[config.mk]
export PLATFORM = sky130hd
export DESIGN_NAME = mips_cpu_run_ctrl
export DESIGN_NICKNAME = d
export VERILOG_FILES = /design/src/rtl/mips_cpu_run_pkg.sv /design/src/rtl/mips_cpu_result_cmp.sv /design/src/rtl/mips_cpu_run_ctrl.sv
export SDC_FILE = /design/constraint.sdc
export NUM_CORES = 1
export LEC_CHECK = 0
export ABC_CLOCK_PERIOD_IN_PS = 4800
export BUFFER_PORTS_ARGS = -buffer_cell sky130_fd_sc_hd__buf_2
export CORE_UTILIZATION = 50
export CTS_BUF_LIST = sky130_fd_sc_hd__clkbuf_4
export DETAILED_ROUTE_END_ITERATION = 6
export GPL_ROUTABILITY_DRIVEN = 1
export PLACE_DENSITY = 0.88
export SLEW_MARGIN = 40
export SYNTH_ARGS = -nofsm -noshare
export SYNTH_HDL_FRONTEND = slang
export SYNTH_SLANG_ARGS = --single-unit
[constraint.sdc]
create_clock -name clk -period 4.8 [get_ports clk]
set_input_delay 0.24 -clock clk [delete_from_list [all_inputs] [get_ports clk]]
set_output_delay 0.24 -clock clk [all_outputs]
set_load 0.02 [all_outputs]
[src/rtl/mips_cpu_run_pkg.sv]
// Shared types for the CPU run controller: FSM states, failure codes and
// the per-state drive pattern for the CPU control and status outputs.
package mips_cpu_run_pkg;

  typedef enum logic [2:0] {
    StIdle,
    StReset,
    StArm,
    StRun,
    StCheck,
    StDone
  } run_state_e;

  typedef enum logic [2:0] {
    FailNone      = 3'd0,
    FailTimeout   = 3'd1,
    FailNotActive = 3'd2,
    FailMismatch  = 3'd3,
    FailAbort     = 3'd4
  } fail_code_e;

  typedef struct packed {
    logic cpu_rst;
    logic cpu_clk_enable;
    logic busy;
    logic done;
  } run_drive_t;

  // Control/status pattern that belongs to each state.
  function automatic run_drive_t state_drive(input run_state_e st);
    run_drive_t d;
    d = '{cpu_rst: 1'b1, cpu_clk_enable: 1'b0, busy: 1'b0, done: 1'b0};
    unique case (st)
      StIdle:  d = '{cpu_rst: 1'b1, cpu_clk_enable: 1'b0, busy: 1'b0, done: 1'b0};
      StReset: d = '{cpu_rst: 1'b1, cpu_clk_enable: 1'b0, busy: 1'b1, done: 1'b0};
      StArm:   d = '{cpu_rst: 1'b0, cpu_clk_enable: 1'b1, busy: 1'b1, done: 1'b0};
      StRun:   d = '{cpu_rst: 1'b0, cpu_clk_enable: 1'b1, busy: 1'b1, done: 1'b0};
      // CPU frozen while results are compared
      StCheck: d = '{cpu_rst: 1'b0, cpu_clk_enable: 1'b0, busy: 1'b0, done: 1'b0};
      // CPU held out of reset with its clock stopped so its state stays readable
      StDone:  d = '{cpu_rst: 1'b0, cpu_clk_enable: 1'b0, busy: 1'b0, done: 1'b1};
      default: d = '{cpu_rst: 1'b1, cpu_clk_enable: 1'b0, busy: 1'b0, done: 1'b0};
    endcase
    return d;
  endfunction

endpackage

[src/rtl/mips_cpu_result_cmp.sv]
// Per-channel result comparator: flags every enabled channel whose observed
// word differs from its reference word.
module mips_cpu_result_cmp #(
  parameter int unsigned DATA_WIDTH = 32,
  parameter int unsigned NUM_CHECKS = 1
) (
  input  logic [NUM_CHECKS*DATA_WIDTH-1:0] observed,
  input  logic [NUM_CHECKS*DATA_WIDTH-1:0] expected,
  input  logic [NUM_CHECKS-1:0]            check_mask,
  output logic [NUM_CHECKS-1:0]            mismatch
);

  // Compare each packed channel, gated by its enable bit.
  always_comb begin
    mismatch = '0;
    for (int i = 0; i < int'(NUM_CHECKS); i++) begin
      mismatch[i] = check_mask[i] &
                    (observed[i*DATA_WIDTH +: DATA_WIDTH] != expected[i*DATA_WIDTH +: DATA_WIDTH]);
    end
  end

endmodule

[src/rtl/mips_cpu_run_ctrl.sv]
// Run controller for a CPU under test: resets the CPU, lets it run until it
// drops cpu_active or a cycle budget expires, then compares its result words
// against reference values and reports pass/fail with a failure code.
module mips_cpu_run_ctrl
  import mips_cpu_run_pkg::*;
#(
  parameter int unsigned DATA_WIDTH     = 32,
  parameter int unsigned NUM_CHECKS     = 1,
  parameter int unsigned TIMEOUT_CYCLES = 1000,
  parameter int unsigned RESET_CYCLES   = 1,
  localparam int unsigned CntW          = $clog2(TIMEOUT_CYCLES + 1)
) (
  input  logic                            clk,
  input  logic                            rst,
  input  logic                            start,
  input  logic                            abort,
  output logic                            cpu_rst,
  output logic                            cpu_clk_enable,
  input  logic                            cpu_active,
  input  logic [NUM_CHECKS*DATA_WIDTH-1:0] observed,
  input  logic [NUM_CHECKS*DATA_WIDTH-1:0] expected,
  input  logic [NUM_CHECKS-1:0]            check_mask,
  output logic                            busy,
  output logic                            done,
  output logic                            pass,
  output logic [2:0]                      fail_code,
  output logic [NUM_CHECKS-1:0]           mismatch_mask,
  output logic [CntW-1:0]                 cycle_count
);

  localparam int unsigned RstW = (RESET_CYCLES > 1) ? $clog2(RESET_CYCLES) : 1;
  localparam logic [RstW-1:0] RstLast = RstW'(RESET_CYCLES - 1);
  localparam logic [CntW-1:0] CntLast = CntW'(TIMEOUT_CYCLES - 1);
  localparam logic [CntW-1:0] CntMax  = CntW'(TIMEOUT_CYCLES);

  run_state_e              state_q, state_d;
  logic [RstW-1:0]         rst_cnt_q, rst_cnt_d;
  logic [CntW-1:0]         cnt_q, cnt_d;
  fail_code_e              fail_q, fail_d;
  logic [NUM_CHECKS-1:0]   mask_q, mask_d;
  logic [NUM_CHECKS-1:0]   cmp_mismatch;
  run_drive_t              drive_d;
  logic                    in_run_window;

  mips_cpu_result_cmp #(
    .DATA_WIDTH (DATA_WIDTH),
    .NUM_CHECKS (NUM_CHECKS)
  ) u_cmp (
    .observed   (observed),
    .expected   (expected),
    .check_mask (check_mask),
    .mismatch   (cmp_mismatch)
  );

  // States in which abort terminates the run.
  assign in_run_window = (state_q == StReset) || (state_q == StArm) ||
                         (state_q == StRun)   || (state_q == StCheck);

  // Next-state and result bookkeeping; abort overrides every other transition.
  always_comb begin
    state_d   = state_q;
    rst_cnt_d = rst_cnt_q;
    cnt_d     = cnt_q;
    fail_d    = fail_q;
    mask_d    = mask_q;

    unique case (state_q)
      StIdle, StDone: begin
        if (start) begin
          state_d   = StReset;
          rst_cnt_d = '0;
          cnt_d     = '0;
          fail_d    = FailNone;
          mask_d    = '0;
        end
      end
      StReset: begin
        if (rst_cnt_q == RstLast) begin
          state_d = StArm;
        end else begin
          rst_cnt_d = rst_cnt_q + RstW'(1);
        end
      end
      StArm: begin
        if (cpu_active) begin
          state_d = StRun;
        end else begin
          state_d = StDone;
          fail_d  = FailNotActive;
        end
      end
      StRun: begin
        if (cnt_q != CntMax) begin
          cnt_d = cnt_q + CntW'(1);
        end
        // Completion is tested first so it wins over a coincident timeout.
        if (!cpu_active) begin
          state_d = StCheck;
        end else if (cnt_q == CntLast) begin
          state_d = StDone;
          fail_d  = FailTimeout;
        end
      end
      StCheck: begin
        mask_d  = cmp_mismatch;
        fail_d  = (|cmp_mismatch) ? FailMismatch : FailNone;
        state_d = StDone;
      end
      default: begin
        state_d = StIdle;
      end
    endcase

    if (abort && in_run_window) begin
      state_d = StDone;
      fail_d  = FailAbort;
      mask_d  = mask_q;
    end

    drive_d = state_drive(state_d);
  end

  // State, result registers and registered control/status outputs.
  always_ff @(posedge clk or posedge rst) begin
    if (rst) begin
      state_q        <= StIdle;
      rst_cnt_q      <= '0;
      cnt_q          <= '0;
      fail_q         <= FailNone;
      mask_q         <= '0;
      cpu_rst        <= 1'b1;
      cpu_clk_enable <= 1'b0;
      busy           <= 1'b0;
      done           <= 1'b0;
      pass           <= 1'b0;
    end else begin
      state_q        <= state_d;
      rst_cnt_q      <= rst_cnt_d;
      cnt_q          <= cnt_d;
      fail_q         <= fail_d;
      mask_q         <= mask_d;
      cpu_rst        <= drive_d.cpu_rst;
      cpu_clk_enable <= drive_d.cpu_clk_enable;
      busy           <= drive_d.busy;
      done           <= drive_d.done;
      pass           <= (state_d == StDone) && (fail_d == FailNone);
    end
  end

  assign fail_code     = fail_q;
  assign mismatch_mask = mask_q;
  assign cycle_count   = cnt_q;

endmodule

==> impl_metrics.ini <==
[synth]
yosysSeqAreaShare_pct = 33.5
yosys_warnings = 0
synthArstFlopShare_pct = 100
synthCells = 189
yosysUniqueCellTypes = 45
synth_top_area_share_pct = 31.9
synth-seq-cells = 22
synth_area_leaders = dfrtp_1 (32%), xnor2_1 (19%), o21ai_0 (5.2%), nand2_1 (3.2%), nand4_1 (3.0%)
synth_area_per_cell_um2 = 8.71
synth_edf_count = 0
syn_nets = 261
synth_area_mm2 = 0.00165
synthFlopType = dfrtp_1
synth_top_cell_by_area = dfrtp_1

[clock_network]
htreeDepth = 1
clk_pin_slew_worst_paths_ps = 120
cts_resized = 0
post-cts-setup-buffer-count = 0
cts_tree = yes
numCtsBuffers = 3
insertion_delay_ps = 310
clock_sinks = 22
cts-root-buf = clkbuf_4
clockBufferDepth = 2
holdBufCountCts = 1

[drt]
drt-initial-drc-count = 97
drc = 0
post_drt_wl_per_cell_um = 12.2
wl_um = 3870
vias = 1691
via_per_inst = 5.32
first_pass_iters = 4
antenna_left = 0

[timing]
fin_crit_ps = 2010
setup-tns-final_ps = 0
tightest_slew_ps = 605
relSlewSlack_pct = 59.7
clock_skew_ps = 4.70
max_freq_mhz = 498
rsz0062_at_grt = no
period_share_pct = 41.8
layout_setup_ws_ps = 2790
worst_hold_slack_ps = 224
finalSetupViolations = 0
timing_hold_violations_final = 0
drv_slew = 0

[global_routing]
antenna_found_initial = 0
grt-ovfl-total = 0
grt_pass1_wl_um = 6110
grt_pass1_vias = 1538
grt_usage_pct = 23.3
grt_max_degree = 23

[final_layout]
fin_util_pct = 69.6
final_common_cell = buf_2
fin_nets = 347
syn_to_final_growth_pct = 30.1
drive_above_1_share_pct = 36.9
layout_common_cells = buf_2 (88), xnor2_1 (35), dfrtp_1 (21)
n_antenna_cell = 0
stdcell_count = 318
fin_area_mm2 = 0.00214
nFillCells = 255

[pwr]
p_per_area_mw_per_mm2 = 363
peakVddDrop_mv = 0.254
leakagePower_nw = 1.01
total_power_mw = 0.778

[critical_path]
cp-end-kind = flop
path_max_fanout = 21
r2r_slack_ps = 2790
timing.critical_path.required_ps = 5000
startpoint = state_q[2]$_DFF_PP0_
r2r_end = cycle_count[5]$_DFFE_PP0P_
reg2reg_from = state_q[2]$_DFF_PP0_
arrival_ps = 2210
crit_end = cycle_count[5]$_DFFE_PP0P_
start_kind = flop
crit_type = flop to flop
reg2regPathDepth = 5

[floorplanning]
dieArea_mm2 = 0.00352
rows = 20
start_util_pct = 53.5
dieHeight_um = 59.4
die_width_um = 59.4
pin_count = 89
core_mm2 = 0.00308

[place]
place_congestion = 0.846
dpl.hpwl_um = 3120
place_area_mm2 = 0.00210
dp_slack_ps = 2820
dp_cells = 313
port_buffers = 88

[run_status]
status = finished clean

[run]
maxCapViolations = 0

[hold_path]
min_path_type = input pin to flop
metal layers:
metal,up-vias,share of wire [%],track usage [%],routed length (um)
met5,-,0,0,0
met4,0,1.3,11.2,51
met3,6,5.8,5.90,225
met2,67,54,43.5,2080
met1,770,39,24.0,1510
li1,848,-,-,-
critical path: stages (launching register included):
cell and delay [ps]:
dfrtp_1 750, and3b_1 300, o31ai_2 150, and2_0 440
o21ai_0 160, o41ai_1 80
sequential cells by signal, summed over array words and instances, names as in the netlist:
register,cells
done,1
state_q,3
busy,1
pass,1
cpu_clk_enable,1
cpu_rst,1
cycle_count,10
fail_code,3
mismatch_mask,1
synthesized netlist by cell type (2+ instances only):
cell       n
buf_2      5
nor3_1     6
a211o_1    2
nand2_1   14
nand3_1    8
mux2i_1    2
xnor2_1   35
a31oi_1    3
nor2_1     8
dfrtp_1   21
and3_1     2
nand2b_1   3
ha_1       2
nand4_1    8
a21oi_1    7
nor4_1     2
o31ai_1    3
o21ai_0   17
nand3b_1   5
inv_1      8
a21o_1     3
clkbuf_1   2
layout make-up:
| cell class | count | area (um2) | share of cell area, % |
|---|---|---|---|
| timing repair buffer | 89 | 450 | 21.0 |
| clock buffer | 3 | 22.5 | 1.05 |
| tap | 44 | 55.1 | 2.57 |
| multi-input combinational | 151 | 1030 | 48.0 |
| inverter | 8 | 30.0 | 1.40 |
| sequential | 22 | 552 | 25.8 |
| clock inverter | 1 | 3.75 | 0.175 |
power breakdown:
part / internal (mW) / leakage [nW] / switching [mW]
Sequential: 0.238 / 0.288 / 0.0764
Clock: 0.0304 / 0.0154 / 0.0573
Combinational: 0.168 / 0.706 / 0.208
Total: 0.436 / 1.01 / 0.342
worst min path at each step:
stage / from / end / cells after the start
6_report: abort / state_q[1]$_DFF_PP0_ / 2
5_1_grt: abort / state_q[1]$_DFF_PP0_ / 2
4_1_cts: abort / state_q[1]$_DFF_PP0_ / 2
3_5_place_dp: rst / fail_code[2]$_DFF_PP0_ / 2
3_3_place_gp: rst / fail_code[2]$_DFF_PP0_ / 2
2_1_floorplan: rst / busy$_DFF_PP0_ / 1
cell families after synthesis:
| family | after synthesis | synth area share (%) |
|---|---|---|
| compound gates | 48 | 19.7 |
| xor+xnor | 35 | 18.6 |
| flops | 22 | 33.5 |
| mux | 3 | 1.90 |
| simple gates | 63 | 20.7 |
| buf+inv | 16 | 4.03 |
| fa+ha+maj | 2 | 1.52 |
(Power assumes the default switching activity.)
